`src/rtl/ux607_qspi_xip_linebuf.sv`:
```
`default_nettype none
// ============================================================================
// ux607_qspi_xip_linebuf
//   Single-line XIP read buffer in front of the QSPI ICB slave port.
//   Revision: 1.0
// ============================================================================
module ux607_qspi_xip_linebuf #(
    parameter int PA_SIZE    = 32,
    parameter int LINE_WORDS = 4
) (
    input  logic               clk,
    input  logic               rst_n,
    input  logic               i_icb_cmd_valid,
    output logic               i_icb_cmd_ready,
    input  logic [PA_SIZE-1:0] i_icb_cmd_addr,
    input  logic               i_icb_cmd_read,
    input  logic [31:0]        i_icb_cmd_wdata,
    output logic               i_icb_rsp_valid,
    input  logic               i_icb_rsp_ready,
    output logic [31:0]        i_icb_rsp_rdata,
    output logic               o_icb_cmd_valid,
    input  logic               o_icb_cmd_ready,
    output logic [PA_SIZE-1:0] o_icb_cmd_addr,
    output logic               o_icb_cmd_read,
    output logic [31:0]        o_icb_cmd_wdata,
    input  logic               o_icb_rsp_valid,
    output logic               o_icb_rsp_ready,
    input  logic [31:0]        o_icb_rsp_rdata,
    input  logic               invalidate
);

    localparam int WIDX  = $clog2(LINE_WORDS);
    localparam int TAG_W = PA_SIZE - WIDX - 2;
    localparam logic [WIDX-1:0] LAST_IDX = WIDX'(LINE_WORDS - 1);

    localparam logic [2:0] S_IDLE     = 3'd0;
    localparam logic [2:0] S_HIT_RSP  = 3'd1;
    localparam logic [2:0] S_FILL_CMD = 3'd2;
    localparam logic [2:0] S_FILL_RSP = 3'd3;
    localparam logic [2:0] S_MISS_RSP = 3'd4;
    localparam logic [2:0] S_PT_CMD   = 3'd5;
    localparam logic [2:0] S_PT_RSP   = 3'd6;

    logic [2:0]         state;
    logic [PA_SIZE-3:0] addr_q;
    logic [31:0]        wdata_q;
    logic [TAG_W-1:0]   line_tag;
    logic               line_valid;
    logic               pending_inval;
    logic               pt_done;
    logic [WIDX-1:0]    cnt;
    logic [31:0]        line_mem [LINE_WORDS];
    logic [31:0]        hit_data;

    logic [TAG_W-1:0]   tag_in;
    logic [WIDX-1:0]    widx_in;
    logic [TAG_W-1:0]   tag_q;
    logic [WIDX-1:0]    widx_q;
    logic               accept;
    logic               hit;
    logic               unused_addr_bits;

    assign tag_in           = i_icb_cmd_addr[PA_SIZE-1:WIDX+2];
    assign widx_in          = i_icb_cmd_addr[WIDX+1:2];
    assign tag_q            = addr_q[PA_SIZE-3:WIDX];
    assign widx_q           = addr_q[WIDX-1:0];
    assign unused_addr_bits = ^i_icb_cmd_addr[1:0];

    assign accept = i_icb_cmd_valid & (state == S_IDLE);
    // An invalidate coincident with the accept forces the miss path.
    assign hit    = i_icb_cmd_read & line_valid & (line_tag == tag_in) & ~invalidate;

    always_ff @(posedge clk or negedge rst_n) begin
        if (!rst_n) begin
            state         <= S_IDLE;
            addr_q        <= '0;
            wdata_q       <= '0;
            line_tag      <= '0;
            line_valid    <= 1'b0;
            pending_inval <= 1'b0;
            pt_done       <= 1'b0;
            cnt           <= '0;
            hit_data      <= '0;
            for (int i = 0; i < LINE_WORDS; i++) begin
                line_mem[i] <= '0;
            end
        end else begin
            case (state)
                S_IDLE: begin
                    if (accept) begin
                        addr_q  <= i_icb_cmd_addr[PA_SIZE-1:2];
                        wdata_q <= i_icb_cmd_wdata;
                        if (hit) begin
                            hit_data <= line_mem[widx_in];
                            state    <= S_HIT_RSP;
                        end else if (i_icb_cmd_read) begin
                            line_tag   <= tag_in;
                            line_valid <= 1'b0;
                            cnt        <= '0;
                            state      <= S_FILL_CMD;
                        end else begin
                            line_valid <= 1'b0;
                            state      <= S_PT_CMD;
                        end
                    end
                end
                S_HIT_RSP: begin
                    if (i_icb_rsp_ready) state <= S_IDLE;
                end
                S_FILL_CMD: begin
                    if (o_icb_cmd_ready) state <= S_FILL_RSP;
                end
                S_FILL_RSP: begin
                    if (o_icb_rsp_valid) begin
                        line_mem[cnt] <= o_icb_rsp_rdata;
                        if (cnt == LAST_IDX) begin
                            line_valid <= ~pending_inval;
                            state      <= S_MISS_RSP;
                        end else begin
                            cnt   <= cnt + 1'b1;
                            state <= S_FILL_CMD;
                        end
                    end
                end
                S_MISS_RSP: begin
                    if (i_icb_rsp_ready) begin
                        pending_inval <= 1'b0;
                        state         <= S_IDLE;
                    end
                end
                S_PT_CMD: begin
                    if (o_icb_cmd_ready) begin
                        pt_done <= 1'b0;
                        state   <= S_PT_RSP;
                    end
                end
                S_PT_RSP: begin
                    if (!pt_done) begin
                        if (o_icb_rsp_valid) pt_done <= 1'b1;
                    end else if (i_icb_rsp_ready) begin
                        pt_done <= 1'b0;
                        state   <= S_IDLE;
                    end
                end
                default: state <= S_IDLE;
            endcase

            // Placed last so it overrides a line_valid set by the final fill beat.
            if (invalidate) begin
                line_valid <= 1'b0;
                if ((state == S_FILL_CMD) || (state == S_FILL_RSP)) pending_inval <= 1'b1;
            end
        end
    end

    assign i_icb_cmd_ready = (state == S_IDLE);
    assign i_icb_rsp_valid = (state == S_HIT_RSP) | (state == S_MISS_RSP) |
                             ((state == S_PT_RSP) & pt_done);
    assign i_icb_rsp_rdata = (state == S_HIT_RSP)  ? hit_data :
                             (state == S_MISS_RSP) ? line_mem[widx_q] : 32'h0;

    assign o_icb_cmd_valid = (state == S_FILL_CMD) | (state == S_PT_CMD);
    assign o_icb_cmd_read  = (state == S_FILL_CMD);
    assign o_icb_cmd_addr  = (state == S_FILL_CMD) ? {tag_q, cnt, 2'b00} :
                             (state == S_PT_CMD)   ? {addr_q, 2'b00} : '0;
    assign o_icb_cmd_wdata = (state == S_PT_CMD) ? wdata_q : 32'h0;
    assign o_icb_rsp_ready = (state == S_FILL_RSP) | ((state == S_PT_RSP) & ~pt_done);

endmodule
`default_nettype wire

```
`config.mk`:
```
export PLATFORM = sky130hd
export DESIGN_NAME = ux607_qspi_xip_linebuf
export DESIGN_NICKNAME = d
export VERILOG_FILES = /design/src/rtl/ux607_qspi_xip_linebuf.sv
export SDC_FILE = /design/constraint.sdc
export NUM_CORES = 1
export LEC_CHECK = 0
export CAP_MARGIN = 5
export CORE_ASPECT_RATIO = 1.5
export CORE_UTILIZATION = 58
export CTS_CLUSTER_DIAMETER = 120
export CTS_CLUSTER_SIZE = 8
export DETAILED_ROUTE_END_ITERATION = 10
export GPL_TIMING_DRIVEN = 0
export PLACE_DENSITY = 0.92
export SYNTH_ARGS = -nofsm -noshare
export SYNTH_HDL_FRONTEND = slang
export SYNTH_SLANG_ARGS = --single-unit
```
`constraint.sdc`:
```
create_clock -name clk -period 3.4 [get_ports clk]
set_input_delay 0.51 -clock clk [delete_from_list [all_inputs] [get_ports clk]]
set_output_delay 0.51 -clock clk [all_outputs]
set_load 0.01 [all_outputs]
```
==> results_dict.tcl, run 1 <==
set metrics [dict create \
    power.density_mw_per_mm2 789 \
    grt_pass1_wl_um 49200 \
    max_freq_mhz 296 \
    worst-path-max-fanout 10 \
    crit_required_ns 2.89 \
    crit_chain "buf_1, buf_1, mux4_2, a22o_1, clkdlybuf4s50_1" \
    die_area_mm2 0.0224 \
    drt_wl_total_um 30600 \
    rsz0062_at_grt "true" \
    grt.busiest_layer "met2" \
    outcome "complete, no violations" \
    track_usage 0.287 \
    hold_path.class "flip-flop to flip-flop" \
    grt_antenna_before_repair 1 \
    cpMostUsedCell "buf_1" \
    worstHoldPathCells 1 \
    start_util 0.595 \
    synth_edf_count 0 \
    startpoint_type "flip-flop" \
    fp-row-count 65 \
    maxCapViolations 0 \
    finalInstanceArea_mm2 0.0161 \
    power_mw 12.7 \
    synth.most_common_cell "dfrtp_1" \
    ys_dominant_reg_cell "dfrtp_1" \
    globalRouteMet1Util 0.333 \
    h-tree-depth 2 \
    dpl_cell_area_mm2 0.0150 \
    tightest_slew_ns 0.947 \
    timing.rr.start "state[1]" \
    final_max_slew_viol_count 0 \
    synthCells 859 \
    period_share 0.993 \
    layout.nets 1209 \
    synthTopCellsByArea "dfrtp_1, mux2_2, mux4_2, mux2_4, a22o_1" \
    critPathKind "flip-flop to output port" \
    p_leak_nw 6.99 \
    synthesis.area_mm2 0.0126 \
    synthTopCellsByCount "dfrtp_1, mux2_2, mux4_2" \
    min_to "wdata_q[21]" \
    wl_per_cell_um 22.3 \
    port_buffers 198 \
    slew-limit-headroom 0.369 \
    crit-reg2reg-capture "hit_data[16]" \
    insertion_delay_ns 0.51 \
    setup_viol 0 \
    peakVddDrop_mv 0.626 \
    clock-sinks 258 \
    ys_seq_elements 258 \
    cp_slowest_stage_delay_ns 0.60 \
    cts_made_buffers 38 \
    syn_area_per_cell_um2 14.7 \
    use_met2 0.507 \
    area_growth_syn_to_layout_pct 27.3 \
    gp_congestion 0.870 \
    async_flop_share 1.00 \
    cts-root-buf "clkbuf_16" \
    yosysUniqueCellTypes 46 \
    hpwl_um 20600 \
    finalCriticalPeriod_ns 3.37 \
    overflow 0 \
    cts_tree "done" \
    synth.top_cell.area_share 0.511 \
    r2r_slack_ns 0.78 \
    clock_skew_ns 0.0191 \
    dp_cells 1328 \
    vias_per_cell 6.12 \
    tns_ns 0 \
    hp-start "wdata_q[21]" \
    drt_iter0_drc 475 \
    clk_pin_slew_ns 0.05 \
    die_w_um 123 \
    io_pins 205 \
    yosys.area.top_type "dfrtp_1" \
    globalRouteMet3Util 0.0606 \
    grt_max_degree 109 \
    drtPass1Iterations 4 \
    layout.cells.non_filler 1371 \
    rr_worst_depth 7 \
    worst_setup_path_end_kind "output port" \
    arrival_ns 2.86 \
    ys_warn_count 0 \
    drc_errors 0 \
    hold_viol 0 \
    ant_nets 0 \
    die_h_um 183 \
    yosysSeqAreaShare 0.511 \
    core_mm2 0.0212 \
    drive_above_1_share 0.364 \
    fin_util 0.758 \
    cts_buffer_depth 3 \
    vias 8392 \
    worst_path_max_delay_cell "buf_1" \
    grt_pass1_vias 9198 \
]
per-stage QoR:
stage,worst slack [ns],hold slack [ns]
3_5_place_dp,-0.0961,0.460
5_1_grt,-0.0369,0.508
3_3_place_gp,-9.18,0.480
6_report,0.0254,0.492
2_1_floorplan,1.08,0.214
4_1_cts,0.00666,0.499
state kept, by name, summed over array words and instances, names as in the netlist:
name and flops:
line_mem 128, hit_data 32, wdata_q 32, addr_q 30, line_tag 28, state 3
cnt 2, line_valid 1, pending_inval 1, pt_done 1
area by class of cell:
type,count,area (um2)
flip-flops and latches,258,6460
multi-input cells,537,5920
fillers,1224,5140
repair buffers,203,2070
clock buffers,39,976
well taps,268,335
plain buffers,57,282
inverters,6,23.8
clock inverters,2,17.5
diodes,1,2.50
layout by cell type, fill, tap and decap left out, types with 11 or more instances in the layout:
cell type	netlist	routed
and2_1	34	34
buf_1	19	18
clkbuf_16	0	39
dfrtp_1	258	257
nor2b_1	31	31
xor2_1	28	28
buf_2	12	14
mux2_4	20	20
nor4_1	13	13
mux2_2	231	231
clkdlybuf4s50_1	0	197
a22o_1	34	34
clkbuf_1	23	11
mux4_2	64	64
worst max path at each step:
stage | from | endpoint | slack [ns] | cells after the start
floorplan | addr_q[0] | i_icb_rsp_rdata[10] | 1.08 | 4
global placement | rst_n | addr_q[10] | -9.18 | 1
detailed placement | state[2] | o_icb_cmd_addr[16] | -0.1 | 8
CTS | state[2] | i_icb_rsp_rdata[28] | 0.007 | 5
global route | addr_q[1] | i_icb_rsp_rdata[29] | -0.04 | 5
finish | addr_q[1] | i_icb_rsp_rdata[21] | 0.03 | 5
routing by layer:
| layer | vias up | share of wire |
|---|---|---|
| met1 | 4341 | 0.36 |
| met4 | 0 | 0.029 |
| met5 | - | 0 |
| met3 | 73 | 0.068 |
| li1 | 3640 | - |
| met2 | 338 | 0.54 |
logic make-up after synthesis:
logic type,count (synthesis),synth area share
adder cells (fa/ha/maj),4,0.00396
XOR/XNOR,28,0.0194
AND/OR/NAND/NOR,124,0.0584
multiplexers,319,0.347
other,1,0.000297
buffers and inverters,65,0.0233
flip-flops,258,0.511
AO/OA/AOI/OAI,60,0.0370
where the power goes:
part	switching (mW)	total [mW]	internal, mW
Sequential	0.800	5.08	4.28
Combinational	1.71	4.35	2.64
Clock	1.25	3.26	2.01
critical path, delay by kind of cell (launching register included):
| kind | cells | cell delay (ns) |
|---|---|---|
| compound gates | 1 | 0.22 |
| buf+inv | 3 | 1.37 |
| flops | 1 | 0.32 |
| mux | 1 | 0.44 |
what timing repair did:
action                     CTS  global route
hold endpoints to repair    51             0
pin swaps                    1             1
hold buffers                 1             0
setup buffers                1             1
setup endpoints to repair   89            30
gates resized for setup     20            11
No activity file was read; power rests on OpenSTA's default activity.
==> inputs of run 2 (changes only) <==
- ABC_AREA: unset -> 1
- CORE_UTILIZATION: 58 -> 59
==> run 2 against run 1 <==
Maximum frequency increased by 2.2%; via count increased by 67%; highest routed layer unchanged; largest power group is now combinational logic; flip-flop and latch count unchanged; die area increased by 5.8%; cell count increased by 76%; area after synthesis increased by 7.7%.
==> results_dict.tcl, run 2 <==
set metrics [dict create \
    fp-row-count 67 \
    start_util 0.606 \
    grt_antenna_before_repair 0 \
    drc_errors 0 \
    synth_edf_count 0 \
    h-tree-depth 2 \
    async_flop_share 1.00 \
    period_share 0.971 \
    ys_warn_count 0 \
    cts_tree "done" \
    ys_dominant_reg_cell "dfrtp_1" \
    die_area_mm2 0.0237 \
    io_pins 205 \
    cts_made_buffers 38 \
    timing.rr.start "state[2]" \
    maxCapViolations 0 \
    gp_congestion 0.906 \
    drtPass1Iterations 5 \
    clk_pin_slew_ns 0.05 \
    p_leak_nw 8.36 \
    clock-sinks 258 \
    die_h_um 188 \
    hp-start "i_icb_cmd_valid" \
    vias 14000 \
    overflow 0 \
    register_area_mm2 0.00646 \
    grt_pass1_vias 14300 \
    cts-root-buf "clkbuf_16" \
    final_common_cell "nand2_1" \
    synth.most_common_cell "nand2_1" \
    synthTopCellsByCount "nand2_1, o21ai_0, inv_1" \
    drt_wl_total_um 42900 \
    drt_iter0_drc 1485 \
    tightest_slew_ns 0.653 \
    power.switching_mw 5.17 \
    synth_top_family_by_area "simple AND/OR/NAND/NOR gates" \
    cts_buffer_depth 3 \
    p_int_mw 8.01 \
    insertion_delay_ns 0.52 \
    yosys.area.top_type "dfrtp_1" \
    synthCells 1893 \
    finalCriticalPeriod_ns 3.30 \
    die_w_um 126 \
    final_max_slew_viol_count 0 \
    synth.top_cell.area_share 0.474 \
    track_usage 0.365 \
    synth_compound_area_frac 0.182 \
    comb_power_share 0.396 \
    setup_viol 0 \
    yosysUniqueCellTypes 32 \
    core_mm2 0.0225 \
    worst-path-max-fanout 10 \
    max_freq_mhz 303 \
    synth-xor-area-share 0.00386 \
    clkPwrFrac 0.250 \
    hpwl_um 29500 \
    critPathKind "flip-flop to output port" \
    synth-adder-area-share 0.00368 \
    yosysSeqAreaShare 0.474 \
    p_seq_frac 0.354 \
    drive_above_1_share 0.0562 \
    crit_required_ns 2.89 \
    rsz0062_at_grt "false" \
    startpoint_type "flip-flop" \
    port_buffers 198 \
    clock_skew_ns 0.0120 \
    vias_per_cell 5.80 \
    grt_pass1_wl_um 68500 \
    hold_viol 0 \
    synthesis.area_mm2 0.0136 \
    final_cell_mix "nand2_1, o21ai_0, inv_1" \
    postCtsSetupBuffers 0 \
    hold_ws_ns 0.435 \
    synthTopCellsByArea "dfrtp_1, o21ai_0, nand2_1, inv_1, a21oi_1" \
    fin_util 0.758 \
    arrival_ns 2.79 \
    muxShareOfSynthArea 0 \
    peakVddDrop_mv 0.531 \
    outcome "complete, no violations" \
    area_growth_syn_to_layout_pct 25.2 \
    ant_nets 0 \
    antenna_cells 0 \
    layout.nets 2243 \
    nFillCells 1625 \
    largest_reg_flops 128 \
    reg_top3 "line_mem: 128 flops, hit_data: 32 flops, wdata_q: 32 flops" \
    wl_per_cell_um 17.8 \
    multi_input_area_mm2 0.00541 \
    synth_simple_gate_area_frac 0.206 \
    ys_seq_elements 258 \
    cp-startpoint "state[0]" \
    regMostFlops "line_mem" \
    power.density_mw_per_mm2 774 \
    grt_max_degree 114 \
    worst_setup_path_end_kind "output port" \
    slew-limit-headroom 0.565 \
    p_sw_frac 0.392 \
    syn_area_per_cell_um2 7.19 \
    hold_path.class "primary input to flip-flop" \
]
## run 2: layout make-up
| type | instances | area share |
|---|---|---|
| clock inverters | 4 | 0.00250 |
| multi-input cells | 1187 | 0.317 |
| repair buffers | 201 | 0.120 |
| plain buffers | 115 | 0.0311 |
| flip-flops and latches | 258 | 0.379 |
| clock buffers | 38 | 0.0558 |
| inverters | 334 | 0.0736 |
| well taps | 276 | 0.0203 |
## run 2: worst paths after layout
check	slack, ns	depth (start not counted)	endpoint
max in group asynchronous	1.55	4	line_mem[24]
hold / removal	0.44	4	hit_data[31]
min in group asynchronous	0.49	2	hit_data[8]
hold reg to reg	0.49	2	line_mem[45]
setup reg to reg	1.37	7	line_mem[14]
setup / recovery	0.1	8	i_icb_rsp_rdata[27]
## run 2: timing repair
action	CTS	global route
gates resized for setup	3	30
hold endpoints to repair	55	0
hold buffers	1	0
gates cloned	0	0
endpoints found under the setup margin	13	34
## run 2: layer usage
metal,vias up,global-route usage,part of all wire
met5,-,0,0
li1,6396,-,-
met1,6471,0.396,0.34
met3,249,0.0636,0.085
met2,886,0.641,0.50
met4,0,0.260,0.069
## run 2: per-stage QoR
step	worst slack [ns]	area [um2]	total power, mW	instances	setup TNS [ns]
global placement	-8.96	15900	9.43	2368	-2303.48
CTS	0.0372	17000	13.0	2413	0
floorplan	1.48	13600	7.54	1894	0
finish	0.0989	17000	13.2	2413	0
global route	0.00328	17000	13.9	2413	0
detailed placement	0.412	16000	9.68	2370	0
## run 2: cells by family (layout without fill, tap and decap cells)
family	count (synthesis)	in the layout
other	1	2
xor gates and xnor gates	6	6
DFF	258	258
adders and majority gates	4	4
buffers and inverters	449	692
and+or+nand+nor	682	682
AOI/OAI and AO/OA	493	493
## run 2: power groups by stage
stage	sequential (mW)	clock [mW]	combinational, mW
CTS	4.63	3.30	5.10
global placement	4.61	0	4.82
finish	4.66	3.30	5.22
global route	4.74	3.43	5.77
detailed placement	4.65	0	5.03
floorplan	4.50	0	3.04
## run 2: worst max-delay path, stage by stage (launching register included)
cell and delay [ns]:
dfrtp_1 0.35, buf_2 0.17, nor2_1 0.18, nand2_1 0.14, inv_1 0.24, clkbuf_4 0.30
nand3_1 0.12, o21ai_1 0.18, clkdlybuf4s50_1 0.59
==> inputs of run 3 (changes only) <==
- CORE_MARGIN: unset -> 2
- SKIP_CTS_REPAIR_TIMING: unset -> 1
==> run 3 against run 2 <==
Critical path depth fell by 1; clock power increased by 4%; hold slack got worse by 0.047 ns; global-route usage fell by 0.51 points; sequential share of layout area decreased by 0.081 points.
==> results_dict.tcl, run 3 (synthesis gave the netlist of run 2 again) <==
set metrics [dict create \
    cp_top_family "buffers and inverters" \
    io_pins 205 \
    layout.nets 2242 \
    worst-path-max-fanout 10 \
    grt_pass1_vias 14200 \
    cp_slowest_stage_delay_ns 0.62 \
    cpMostUsedCell "inv_1" \
    ant_nets 0 \
    cts-root-buf "clkbuf_16" \
    hold_viol 0 \
    clock_skew_ns 0.0226 \
    regMostFlops "line_mem" \
    peakVddDrop_mv 0.560 \
    power.switching_mw 5.22 \
    tightest_slew_ns 0.728 \
    finalCriticalPeriod_ns 3.34 \
    hpwl_um 29500 \
    wl_per_cell_um 18.2 \
    drt_wl_total_um 43900 \
    die_w_um 128 \
    overflow 0 \
    clkPwrFrac 0.256 \
    critPathKind "flip-flop to output port" \
    arrival_ns 2.83 \
    insertion_delay_ns 0.53 \
    drc_errors 0 \
    gp_congestion 0.953 \
    fp-row-count 68 \
    cts_buffer_depth 3 \
    clock-sinks 258 \
    p_int_mw 8.12 \
    reg_top3 "line_mem: 128 flops, hit_data: 32 flops, wdata_q: 32 flops" \
    hold_path.class "primary input to async pin" \
    p_seq_frac 0.350 \
    maxCapViolations 0 \
    grt_pass1_wl_um 69400 \
    outcome "complete, no violations" \
    setup_viol 0 \
    crit_chain "buf_2, inv_1, nor3_1, inv_1, clkbuf_1, o21ai_0, clkdlybuf4s50_1" \
    port_buffers 198 \
    core_mm2 0.0228 \
    clk_pin_slew_ns 0.05 \
    start_util 0.597 \
    slew-limit-headroom 0.515 \
    comb_power_share 0.394 \
    drive_above_1_share 0.0552 \
    power.density_mw_per_mm2 781 \
    crit_required_ns 2.89 \
    p_leak_nw 8.39 \
    grt_max_degree 128 \
    vias 14200 \
    worst_setup_path_end_kind "output port" \
    largest_reg_flops 128 \
    period_share 0.981 \
    final_cell_mix "nand2_1, o21ai_0, inv_1" \
    final_common_cell "nand2_1" \
    fin_util 0.749 \
    drt_iter0_drc 1843 \
    die_h_um 190 \
    area_growth_syn_to_layout_pct 25.5 \
    cts_tree "done" \
    startpoint_type "flip-flop" \
    layout.cells.non_filler 2416 \
    p_sw_frac 0.392 \
    worst_path_max_delay_cell "clkdlybuf4s50_1" \
    hold_ws_ns 0.388 \
    antenna_cells 0 \
    die_area_mm2 0.0243 \
    max_freq_mhz 300 \
    drtPass1Iterations 9 \
    dp_cells 2374 \
    nFillCells 1583 \
    power_mw 13.3 \
    multi_input_area_mm2 0.00541 \
    track_usage 0.360 \
    final_max_slew_viol_count 0 \
    register_area_mm2 0.00646 \
    h-tree-depth 2 \
    grt_antenna_before_repair 0 \
    cts_made_buffers 38 \
    cp_num_buf_inv 5 \
    vias_per_cell 5.90 \
]
-- run 3: cell types whose count changed in the layout (fill, tap and decap cells not counted), moves of 2 or more --
| cell | previous run | this run |
|---|---|---|
| buf_2 | 27 | 29 |
| clkbuf_16 | 38 | 41 |
| clkbuf_4 | 3 | 1 |
| inv_6 | 2 | 0 |
| o21ai_0 | 351 | 354 |
| o21ai_1 | 7 | 4 |
-- run 3: final timing paths --
path,slack (ns),to,from,cells after the start
max,0.06,i_icb_rsp_rdata[27],state[0],7
min,0.39,hit_data[6],rst_n,2
max reg2reg,1.36,line_tag[26],line_tag[20],10
min reg2reg,0.48,line_mem[101],line_mem[101],2
max in group asynchronous,1.63,addr_q[23],rst_n,4
min in group clk,0.43,hit_data[1],i_icb_cmd_valid,4
-- run 3: layout make-up --
class / instances / share of cell area
Sequential cell: 258 / 0.378
Multi-Input combinational cell: 1187 / 0.317
Timing Repair Buffer: 201 / 0.120
Inverter: 334 / 0.0734
Clock buffer: 41 / 0.0601
Buffer: 114 / 0.0305
Tap cell: 280 / 0.0205
Clock inverter: 1 / 0.000513
-- run 3: worst reg2reg max path: cells and delay by family (launching register included) --
| family | cells | cell delay [ns] |
|---|---|---|
| AND/OR/NAND/NOR | 8 | 1.08 |
| buffers and inverters | 1 | 0.30 |
| flip-flops | 1 | 0.41 |
| XOR/XNOR | 1 | 0.19 |
-- run 3: stage by stage --
stage	setup WS, ns	TNS, ns	area, um2
2_1_floorplan	1.48	0	13600
3_3_place_gp	-8.88	-2284.84	15900
3_5_place_dp	0.415	0	16000
4_1_cts	-0.0805	-0.157	17000
5_1_grt	-0.00138	-0.00138	17100
6_report	0.0648	0	17100
-- run 3: layer usage --
metal  global-route usage  share of wire
met5                    0              0
met4                0.237          0.061
met3               0.0891           0.11
met2                0.619           0.50
met1                0.392           0.33
-- run 3: power groups by stage --
| stage | logic [mW] | registers, mW | clock network [mW] |
|---|---|---|---|
| after floorplan | 3.04 | 4.50 | 0 |
| after global placement | 4.83 | 4.61 | 0 |
| after detailed placement | 5.03 | 4.64 | 0 |
| after CTS | 5.14 | 4.63 | 3.40 |
| after global routing | 5.77 | 4.76 | 3.53 |
| final | 5.25 | 4.68 | 3.42 |
